**src/rtl/inst_fetch_unit.sv**
```systemverilog
// Instruction fetch unit: issues word reads to instruction memory, buffers
// the in-order responses in a small queue and hands {inst, inst_pc} to
// decode. Redirects flush the queue and mark every in-flight read as stale.
// A misaligned redirect target produces a single fault marker, after which
// fetch idles until the next redirect.
module inst_fetch_unit #(
  parameter logic [31:0] RESET_PC    = 32'h0000_0000,
  parameter int          QUEUE_DEPTH = 2
) (
  input  logic        clk,
  input  logic        rst,
  input  logic        redirect_valid,
  input  logic [31:0] redirect_pc,
  output logic        imem_req_valid,
  input  logic        imem_req_ready,
  output logic [31:0] imem_req_addr,
  input  logic        imem_rsp_valid,
  input  logic [31:0] imem_rsp_data,
  output logic        inst_valid,
  input  logic        inst_ready,
  output logic [31:0] inst,
  output logic [31:0] inst_pc,
  output logic        inst_fault
);

  // Queue pointer width and counter width (counters must hold QUEUE_DEPTH).
  localparam int PW = $clog2(QUEUE_DEPTH);
  localparam int CW = PW + 1;

  // Requests in flight plus queued words may never exceed the queue size,
  // so every response that is kept always finds a free slot.
  localparam logic [CW:0] CREDIT_MAX = (CW + 1)'(QUEUE_DEPTH);

  // Instruction handed to decode alongside a misaligned-target fault (addi x0,x0,0).
  localparam logic [31:0] FAULT_INST = 32'h0000_0013;

  typedef enum logic [1:0] {
    RUN   = 2'd0,
    FAULT = 2'd1,
    HALT  = 2'd2
  } state_t;

  state_t          state;
  state_t          state_nxt;

  logic [31:0]     fetch_pc;
  logic [31:0]     rsp_pc;
  logic [31:0]     fault_pc;

  logic [31:0]     q_inst [QUEUE_DEPTH];
  logic [31:0]     q_pc   [QUEUE_DEPTH];
  logic [PW-1:0]   q_head;
  logic [PW-1:0]   q_tail;
  logic [CW-1:0]   q_count;

  logic [CW-1:0]   outstanding;
  logic [CW-1:0]   drop_cnt;
  logic [CW-1:0]   out_nxt;
  logic [CW:0]     credit_used;

  logic            redirect_misaligned;
  logic            req_fire;
  logic            rsp_fire;
  logic            drop_rsp;
  logic            push;
  logic            pop;

  assign imem_req_addr       = fetch_pc;
  assign redirect_misaligned = (redirect_pc[1:0] != 2'b00);

  // Handshake and queue bookkeeping for this cycle.
  always_comb begin
    credit_used = {1'b0, q_count} + {1'b0, outstanding};
    req_fire    = imem_req_valid && imem_req_ready;
    rsp_fire    = imem_rsp_valid;
    // A stale response is consumed against drop_cnt; a live one is queued
    // unless a redirect discards it in the same cycle.
    drop_rsp    = rsp_fire && (drop_cnt != '0);
    push        = rsp_fire && (drop_cnt == '0) && !redirect_valid && !rst;
    // A redirect flushes the queue, so a concurrent pop has no effect.
    pop         = inst_valid && inst_ready && (state == RUN) && !redirect_valid;
    out_nxt     = outstanding + CW'(req_fire) - CW'(rsp_fire);
  end

  // Next state and all decode/memory-facing outputs.
  // NOTE: every signal written here gets a default first, so no path leaves
  // a value unassigned and no latch is inferred.
  always_comb begin
    state_nxt      = state;
    imem_req_valid = 1'b0;
    inst_valid     = 1'b0;
    inst           = '0;
    inst_pc        = '0;
    inst_fault     = 1'b0;

    if (!rst) begin
      unique case (state)
        RUN: begin
          imem_req_valid = (credit_used < CREDIT_MAX);
          if (q_count != '0) begin
            inst_valid = 1'b1;
            inst       = q_inst[q_head];
            inst_pc    = q_pc[q_head];
          end
        end
        FAULT: begin
          inst_valid = 1'b1;
          inst       = FAULT_INST;
          inst_pc    = fault_pc;
          inst_fault = 1'b1;
          if (inst_ready) begin
            state_nxt = HALT;
          end
        end
        HALT: begin
          state_nxt = HALT;
        end
        default: begin
          state_nxt = RUN;
        end
      endcase

      // Redirect wins over everything, in every state.
      if (redirect_valid) begin
        state_nxt = redirect_misaligned ? FAULT : RUN;
      end
    end
  end

  // State register.
  // NOTE: sequential state is written with non-blocking assignments so all
  // flops update together from the values sampled at the clock edge.
  always_ff @(posedge clk) begin
    if (rst) begin
      state <= RUN;
    end else begin
      state <= state_nxt;
    end
  end

  // PCs, queue pointers and in-flight counters.
  always_ff @(posedge clk) begin
    if (rst) begin
      fetch_pc    <= RESET_PC;
      rsp_pc      <= RESET_PC;
      fault_pc    <= '0;
      q_head      <= '0;
      q_tail      <= '0;
      q_count     <= '0;
      outstanding <= '0;
      drop_cnt    <= '0;
    end else begin
      outstanding <= out_nxt;
      if (redirect_valid) begin
        // Everything still in flight after this cycle's accounting,
        // including a request accepted this very cycle, is wrong-path.
        drop_cnt <= out_nxt;
        fetch_pc <= redirect_pc;
        rsp_pc   <= redirect_pc;
        fault_pc <= redirect_pc;
        q_head   <= '0;
        q_tail   <= '0;
        q_count  <= '0;
      end else begin
        if (drop_rsp) begin
          drop_cnt <= drop_cnt - CW'(1);
        end
        if (req_fire) begin
          fetch_pc <= fetch_pc + 32'd4;
        end
        if (push) begin
          rsp_pc <= rsp_pc + 32'd4;
          q_tail <= q_tail + PW'(1);
        end
        if (pop) begin
          q_head <= q_head + PW'(1);
        end
        q_count <= q_count + CW'(push) - CW'(pop);
      end
    end
  end

  // Queue storage, written at the tail on every kept response.
  // NOTE: the storage array has no reset; q_count gates every read, so
  // stale contents are never visible and the array can map to plain RAM.
  always_ff @(posedge clk) begin
    if (push) begin
      q_inst[q_tail] <= imem_rsp_data;
      q_pc[q_tail]   <= rsp_pc;
    end
  end

endmodule

```
**config.mk**
```make
export PLATFORM = sky130hd
export DESIGN_NAME = inst_fetch_unit
export DESIGN_NICKNAME = d
export VERILOG_FILES = /design/src/rtl/inst_fetch_unit.sv
export SDC_FILE = /design/constraint.sdc
export NUM_CORES = 1
export LEC_CHECK = 0
export BUFFER_PORTS_ARGS = -buffer_cell sky130_fd_sc_hd__buf_2
export CAP_MARGIN = 20
export CORE_MARGIN = 4
export CORE_UTILIZATION = 59
export CTS_BUF_LIST = sky130_fd_sc_hd__clkbuf_2 sky130_fd_sc_hd__clkbuf_4 sky130_fd_sc_hd__clkbuf_8
export DETAILED_ROUTE_END_ITERATION = 10
export PLACE_DENSITY = 0.94
export SETUP_SLACK_MARGIN = 0.1
export SLEW_MARGIN = 20
export SYNTH_ARGS = -nofsm -noshare
export SYNTH_HDL_FRONTEND = slang
export SYNTH_SLANG_ARGS = --single-unit
```
**constraint.sdc**
```tcl
create_clock -name clk -period 6.8 [get_ports clk]
set_input_delay 1.36 -clock clk [delete_from_list [all_inputs] [get_ports clk]]
set_output_delay 1.36 -clock clk [all_outputs]
set_load 0.02 [all_outputs]
```
=== Word-level counts from Yosys, hierarchy flattened ===
Memories as Yosys holds them, arrays and structs flattened. A register that Yosys moved wholly into a read port is not among the register bits.
Cells that the tools add are included.

* RAM bits: 128
* Word-level logic and storage cells: 75
* Output and inout bits: 99
* Memories: 2
* Input port bits: 70
* Register bits after elaboration: 106

{| class="wikitable"
|+ Memories
! name !! depth !! width !! rd ports !! clocked after memory_dff !! wr ports !! line !! text
|-
| q_inst || 2 || 32 || 1 || 1 || 1 || 50 || <nowiki>logic [31:0] q_inst [QUEUE_DEPTH];</nowiki>
|-
| q_pc || 2 || 32 || 1 || 1 || 1 || 51 || <nowiki>logic [31:0] q_pc [QUEUE_DEPTH];</nowiki>
|}

* $add $sub $neg: 10
* Equality and inequality tests: 4
* Multiplexer cells: 29
* Order comparisons: 1
* Reductions and logical operators: 20

{| class="wikitable"
|+ Operators with widths
! cell !! number
|-
| 32-bit 2-to-1 mux || 8
|-
| 32-bit case mux with 2 select lines || 2
|-
| 32-bit by 3-bit adder with 32-bit output, second input constant || 2
|-
| 1-bit 2-to-1 mux || 13
|-
| 2-bit nonzero test || 6
|-
| 1-bit logical AND || 8
|-
| 2-bit 2-to-1 mux || 4
|-
| 2-bit case mux with 3 select lines || 1
|-
| 2-bit by 1-bit adder with 2-bit output || 2
|-
| 2-bit zero test || 2
|-
| 2-bit by 1-bit subtractor with 2-bit output || 2
|-
| 2-bit by 2-bit adder with 3-bit output || 1
|-
| 3-bit by 2-bit < comparator with 1-bit output, second input constant || 1
|-
| 3-bit != test, second input constant || 1
|-
| 1-bit adder, second input constant || 2
|-
| 2-bit by 1-bit equality test with 1-bit output, second input constant || 1
|-
| 2-bit equality test, second input constant || 1
|-
| 1-bit zero test || 2
|-
| 2-bit != test, second input constant || 1
|-
| 1-bit case mux with 2 select lines || 1
|-
| 2-bit AND reduction || 1
|-
| 2-bit OR reduction || 1
|-
| 2-bit by 1-bit subtractor with 2-bit output, second input constant || 1
|}

=== Logic depth before layout (Yosys ltp) ===
Gate-level depths: netlist of the first run.

* Depth after elaboration: 9
* Mapped depth: 12
* Mapped depth without buffers: 11

=== Worst setup path before layout of the first run ===
OpenSTA, ideal clock, no wires.

* Path kind: input port to flip-flop
* Start point: in redirect_valid
* End point: mem q_inst[0][0] (enable)
* Stages: 5
* Path slack: 1.442 ns
* Library setup time: 0.487 ns
* Arrival: 4.872 ns
* Required time: 6.313 ns
* Cells stage by stage: clkbuf_1 > and4bb_2 > inv_1 > clkbuf_1 > nor2_1

* Word-level cells in the longest chain between the ends: 5

{| class="wikitable"
|+ Ends and longest elaborated chain
! item !! line !! text
|-
| start: declaration || 12 || <nowiki>input logic redirect_valid,</nowiki>
|-
| 1-bit zero test || 79 || <nowiki>push = rsp_fire && (drop_cnt == '0) && !redirect_valid && !rst;</nowiki>
|-
| 1-bit logical AND (2 in a row) || 79 ||
|-
| 1-bit 2-to-1 mux || 187 || <nowiki>if (push) begin</nowiki>
|-
| 1-bit 2-to-1 mux (implied by the code) || 188 || <nowiki>q_inst[q_tail] <= imem_rsp_data;</nowiki>
|-
| end: declaration || 50 ||
|}

No other way between the ends.

=== Final worst setup path of the first run ===
* Start point: in rst
* End point: out inst[1]

* Word-level cells in the longest chain between the ends: 1

{| class="wikitable"
|+ Ends and longest elaborated chain
! item !! line !! text
|-
| start: declaration || 11 || <nowiki>input logic rst,</nowiki>
|-
| 32-bit 2-to-1 mux || 96 || <nowiki>if (!rst) begin</nowiki>
|-
| end: declaration || 21 || <nowiki>output logic [31:0] inst,</nowiki>
|}

No other way between the ends.

==> run_results.csv, run 1 <==
group,metric,value,unit
detailed_routing,wl_per_cell,20.6,um
grt,grt_use_met3,5.46,%
clock_network,clk_pin_slew,0.06,ns
clock_network,cts_root_buf,"clkbuf_8",
worst_setup_path,rr_startpoint,"q_count[0]",
worst_setup_path,worst_r2r_endpoint,"drop_cnt[1]",
grt,use_met2,46.3,%
worst_setup_path,rr_worst_depth,11,
clock_network,cts_resized,0,
detailed_routing,drtIter0Drc,1023,
floorplan,start_util,60.3,%
grt,gr-total-overflow,0,
placed_design,place_congestion,0.919,
floorplan,rows,48,
synthesis,syn-cell-area,10400,um^2
worst_setup_path,worstSetupPathType,"in2out",
synthesis,avgSynthCellArea,11.0,um^2
synthesis,synth_ff_type,"edfxtp_1",
synthesis,synth_edf_count,128,
detailed_routing,vias_per_cell,6.41,
detailed_routing,vias,8731,
synthesis,ys_seq_area_share,57.4,%
power,p_comb_share,9.4,%
power,p_clk_share,39.4,%
worst_setup_path,slowest_stage,"buf_2",
power,power_switching,0.000810,W
synthesis,async_flop_share,0,%
grt,grt-busiest-layer,"met2",
floorplan,core_area,17300,um^2
finish,area.growth.synth_to_final,16.8,%
flow_run,maxCapViolations,0,
clock_network,postCtsSetupBuffers,0,
grt,grt_pass1_wl,44.5,mm
floorplan,die_y,141,um
grt,grt_usage,27.9,%
clock_network,ctsHoldBuffers,0,
finish,num-nets-final,1191,
timing,hold_viol_final,0,
timing,setup_viol,0,
outcome,status,"completed",
power,switching_share,25.4,%
timing,fmax,216,MHz
placed_design,port_buffers,168,
timing,period_needed,4.63,ns
finish,layout-drive-gt1-share,24.8,%
power,p_leak,4.59,nW
detailed_routing,drtPass1Iterations,7,
timing,timing.setup.tns,0,ns
clock_network,clockBufferDepth,3,
worst_setup_path,cp_data_required_time,5.44,ns
power,power.density,261,nW/um^2
placed_design,hpwlAfterDp,18.6,mm
synthesis,ys_ff_latch,235,
timing,period_share,68.1,%
worst_setup_path,startpoint_type,"primary input",
worst_setup_path,crit_fanout,37,
synthesis,ys_types,62,
detailed_routing,wl,28.1,mm
grt,grt_pass1_vias,8497,
grt,antenna_found_initial,0,
clock_network,cts_buffers,37,
timing,fin_skew,0.0246,ns
worst_setup_path,regToRegSetupSlack,3.48,ns
grt,met1_usage,35.8,%
power,vdd_drop_max,0.000166,V
clock_network,clkSinkCount,235,
synthesis,syn-num-nets,1034,
floorplan,pin_count,169,
worst_setup_path,cp-end-kind,"primary output",
hold_path,min_path_type,"reg2reg",
timing,tightest_slew,1.03,ns
detailed_routing,drtAntennaViolNets,0,
hold_path,hold_depth,2,
power,internal_power,0.00237,W
synthesis,synthCells,952,
finish,antennaDiodeCount,0,
detailed_routing,drc,0,
grt,grt_max_degree,72,
synthesis,ys_warn_count,0,
worst_setup_path,critPathMaxStageDelay,0.56,ns
timing,rsz0062_at_grt,"false",
clock_network,cts_tree,"yes",
timing,maxSlewViolCount,0,
power,finalPower,0.00318,W
worst_setup_path,path_cells,"buf_2 -> clkinv_1 -> buf_4 -> o21ai_2 -> buf_4 -> o21bai_1 -> nor2_1 -> buf_2",
floorplan,die_w,141,um
floorplan,die_area,19900,um^2
timing,timing.slew.headroom,31.1,%
power,seq_power_share,51.2,%
hold_path,min-delay-start,"fault_pc[21]",
hold_path,hold_end,"fault_pc[21]",
worst_setup_path,worstPathArrival,3.27,ns
clock_network,insertion_delay,0.54,ns
worst_setup_path,startpoint,"rst",
clock_network,cts-htree-levels,2,
-- cell type report --
| class | count | area [um^2] |
|---|---|---|
| inverter | 23 | 86.3 |
| clock buffer | 46 | 596 |
| clock inverter | 22 | 186 |
| timing repair buffer | 178 | 916 |
| multi-input combinational | 634 | 4130 |
| fill | 1207 | 5110 |
| tap | 225 | 282 |
| sequential | 235 | 5990 |
-- registers in the layout (all words and copies together), names as in the netlist, named ones only --
signal and count:
drop_cnt 2, fault_pc 32, imem_req_addr 32, outstanding 2, q_count 2, q_head 1, q_inst 64, q_pc 64
q_tail 1, rsp_pc 32, state 2
-- worst max-delay path: cells and delay by family --
family / cells / cell delay (ns)
buffers and inverters: 5 / 1.49
AOI/OAI and AO/OA: 2 / 0.31
and+or+nand+nor: 1 / 0.09
-- cell usage after synthesis, types with 3 or more instances --
library cell,number,area share (%)
a211oi_1,13,0.94
a21oi_1,35,1.7
a221oi_1,3,0.25
a22oi_1,35,2.5
a311oi_1,10,0.84
a31oi_1,21,1.3
and2_1,5,0.30
and3_1,10,0.60
and4_1,12,1.0
buf_1,7,0.25
clkbuf_1,49,1.8
dfxtp_1,107,21
edfxtp_1,128,37
ha_1,11,1.3
inv_1,21,0.76
mux2_2,34,3.7
mux2i_1,45,4.3
nand2_1,71,2.6
nand3_1,20,0.96
nand4_1,17,1.0
nor2_1,120,4.3
nor2b_1,8,0.48
nor3_1,13,0.62
nor4_1,12,0.72
o211ai_1,10,0.72
o21a_1,8,0.58
o21ai_0,20,0.96
o311ai_0,3,0.25
o31a_1,8,0.67
o31ai_1,11,0.79
or2_2,3,0.18
or3_1,12,0.72
or4_1,19,1.4
xnor2_1,7,0.59
xor2_1,8,0.67
-- worst max-delay path by stage --
stage | endpoint | slack (ns)
2_1_floorplan | q_inst[0][0] | 1.44
3_3_place_gp | inst[0] | 2.30
3_5_place_dp | inst[1] | 2.22
4_1_cts | inst[1] | 2.20
5_1_grt | inst[4] | 1.98
6_report | inst[1] | 2.17
-- per-layer routing --
layer / share of wire (%) / vias up / wire (um)
met5: 0 / - / 0
met4: 3.5 / 0 / 971
met3: 11 / 89 / 3050
met2: 48 / 608 / 13500
met1: 38 / 4132 / 10600
li1: - / 3902 / -
-- power groups by stage --
stage	clock network, W	registers, W	logic (W)
2_1_floorplan	0	0.00165	0.000181
3_3_place_gp	0	0.00165	0.000281
3_5_place_dp	0	0.00166	0.000293
4_1_cts	0.00126	0.00163	0.000297
5_1_grt	0.00133	0.00164	0.000327
6_report	0.00125	0.00163	0.000301
-- cells by family (layout without fill, tap and decap cells) --
logic type / count (synthesis) / count (layout) / share of synthesized area, %
adders and majority gates: 12 / 12 / 1.51
muxes: 79 / 79 / 7.99
AOI/OAI and AO/OA: 196 / 196 / 12.9
DFF: 235 / 235 / 57.4
buffers and inverters: 83 / 269 / 3.15
xor gates and xnor gates: 15 / 15 / 1.26
and+or+nand+nor: 332 / 332 / 15.8
-- cells in the final DEF (no fill, tap or decap), types with 11 or more instances in the layout --
master,netlist,final
or4_1,19,19
nor2_1,120,119
mux2i_1,45,45
o31ai_1,11,11
nand4_1,17,17
o21ai_0,20,20
nand2_1,71,71
nor4_1,12,12
buf_2,2,168
mux2_2,34,34
a21oi_1,35,35
ha_1,11,11
clkbuf_8,0,40
nand3_1,20,20
clkinv_1,2,11
dfxtp_1,107,106
a211oi_1,13,13
edfxtp_1,128,128
inv_1,21,21
a22oi_1,35,35
nor3_1,13,13
a31oi_1,21,21
and4_1,12,12
or3_1,12,12
-- metrics by stage --
step           utilization, %  setup WS (ns)  cell area, um^2  cells  hold WS [ns]
6_report                 70.4           2.17            12200   1363         0.459
5_1_grt                  70.4           1.98            12200   1363         0.474
4_1_cts                  70.4           2.20            12200   1363         0.458
3_5_place_dp             65.9           2.22            11400   1295         0.444
3_3_place_gp             65.9           2.30            11400   1295         0.436
2_1_floorplan               -           1.44            10400    952         0.425
No activity file was read; power rests on OpenSTA's default activity.
==> run 2: changes to the inputs <==
==> constraint.sdc (replaced) <==
create_clock -name clk -period 4.8 [get_ports clk]
set_input_delay 0.96 -clock clk [delete_from_list [all_inputs] [get_ports clk]]
set_output_delay 0.96 -clock clk [all_outputs]
set_load 0.02 [all_outputs]
==> run 2 against run 1 <==
Wire length grew 2.3%. Final cell count rose by 0.29%. Hold slack better by 0.0019 ns. Highest routed layer unchanged. Clock power is 41% higher. Sequential power increased by 42%. First-iteration DRC count is 6.7% higher. Largest power group unchanged. Worst setup slack worse by 1.3 ns. Clock skew decreased by 0.010 ns. Critical path depth down 2. Via count rose by 1.2%. Critical endpoint is now inst_pc[0]. Sequential share of layout area down 0.15 points. Design area rose by 0.31%.
==> run_results.csv, run 2 (synthesis results as in run 1) <==
group,metric,value,unit
worst_setup_path,rr_startpoint,"q_count[0]",
clock_network,cts_root_buf,"clkbuf_8",
clock_network,clk_pin_slew,0.06,ns
timing,fin_ws,0.876,ns
clock_network,cts_buffers,37,
placed_design,place_congestion,0.924,
clock_network,ctsHoldBuffers,0,
outcome,status,"completed",
worst_setup_path,worstSetupPathType,"in2out",
clock_network,clkSinkCount,235,
timing,period_needed,3.92,ns
power,p_leak,4.62,nW
placed_design,post-place-ws,0.947,ns
placed_design,hpwlAfterDp,19.1,mm
floorplan,core_area,17300,um^2
floorplan,die_area,19900,um^2
worst_setup_path,rr_worst_depth,11,
worst_setup_path,critPathCapture,"inst_pc[0]",
finish,area.growth.synth_to_final,17.2,%
timing,worst_hold_slack,0.461,ns
timing,fin_skew,0.0143,ns
detailed_routing,wl,28.7,mm
clock_network,cts_tree,"yes",
grt,grt_pass1_vias,8394,
power,power.density,369,nW/um^2
worst_setup_path,worstPathArrival,2.96,ns
finish,top_regs,"q_inst x64, q_pc x64",
timing,tightest_slew,0.973,ns
clock_network,cts-htree-levels,2,
clock_network,insertion_delay,0.54,ns
clock_network,cts_resized,0,
grt,grt_pass1_wl,45.0,mm
worst_setup_path,cp-end-kind,"primary output",
timing,rsz0062_at_grt,"false",
timing,fmax,255,MHz
worst_setup_path,startpoint_type,"primary input",
timing,hold_viol_final,0,
floorplan,rows,48,
grt,gr-total-overflow,0,
grt,grt_max_degree,71,
clock_network,clockBufferDepth,3,
detailed_routing,vias,8832,
floorplan,die_w,141,um
flow_run,maxCapViolations,0,
timing,maxSlewViolCount,0,
floorplan,start_util,60.3,%
detailed_routing,drtAntennaViolNets,0,
floorplan,pin_count,169,
timing,setup_viol,0,
worst_setup_path,worst_r2r_endpoint,"drop_cnt[1]",
detailed_routing,vias_per_cell,6.46,
finish,post-route-util,70.7,%
detailed_routing,drtPass1Iterations,6,
clock_network,postCtsSetupBuffers,0,
finish,final_common_cell,"buf_2",
finish,layout_common_cells,"buf_2 (168), edfxtp_1 (128), nor2_1 (119)",
floorplan,die_y,141,um
placed_design,port_buffers,168,
grt,antenna_found_initial,0,
worst_setup_path,regToRegSetupSlack,1.58,ns
finish,layout-drive-gt1-share,25.8,%
finish,n_fill_cell,1160,
power,finalPower,0.00451,W
worst_setup_path,startpoint,"rst",
power,vdd_drop_max,0.000182,V
finish,seqCellArea,5990,um^2
finish,num-nets-final,1195,
hold_path,min_path_type,"reg2reg",
detailed_routing,wl_per_cell,21.0,um
detailed_routing,drc,0,
finish,multi_input_area,4130,um^2
timing,timing.setup.tns,0,ns
worst_setup_path,cp_data_required_time,3.84,ns
grt,grt_usage,28.3,%
timing,timing.slew.headroom,34.5,%
detailed_routing,drtIter0Drc,1092,
finish,antennaDiodeCount,0,
worst_setup_path,crit_fanout,32,
timing,period_share,81.7,%
==> run 2: worst max-delay path, stage by stage <==
cell      delay [ns]
buf_2           0.39
clkinv_1        0.68
o21ai_2         0.23
buf_4           0.39
nor2_1          0.11
buf_2           0.18
==> run 2: power breakdown <==
part | total [W] | switching, W | internal, W
Sequential | 0.00231 | 0.0000894 | 0.00222
Clock | 0.00176 | 0.000771 | 0.000992
Combinational | 0.000435 | 0.000278 | 0.000157
==> run 2: final cells by class <==
cell class	count	area share (%)
clock buffers	61	5.79
clock inverters	7	0.563
inverters	23	0.706
multi-input cells	634	33.8
flip-flops and latches	235	49.0
well taps	225	2.30
repair buffers	182	7.84
==> run 2: stage by stage <==
step	cells	area [um^2]
global route	1367	12200
CTS	1367	12200
floorplan	952	10400
global placement	1299	11400
detailed placement	1299	11400
finish	1367	12200
==> run 2: per-layer routing <==
| metal | global-route usage [%] | up-vias | wire, um |
|---|---|---|---|
| met2 | 47.3 | 605 | 13500 |
| li1 | - | 3906 | - |
| met5 | 0 | - | 0 |
| met1 | 37.3 | 4227 | 10900 |
| met4 | 8.98 | 0 | 931 |
| met3 | 5.80 | 94 | 3410 |
==> run 2: worst min-delay path by stage <==
stage | start | endpoint | slack [ns] | cells after the start
2_1_floorplan | rsp_pc[0] | q_pc[0][0] | 0.43 | 0
3_3_place_gp | rsp_pc[0] | q_pc[0][0] | 0.43 | 0
3_5_place_dp | rsp_pc[0] | q_pc[0][0] | 0.45 | 0
4_1_cts | rsp_pc[1] | q_pc[1][1] | 0.46 | 0
5_1_grt | fault_pc[9] | fault_pc[9] | 0.48 | 2
6_report | fault_pc[21] | fault_pc[21] | 0.46 | 2
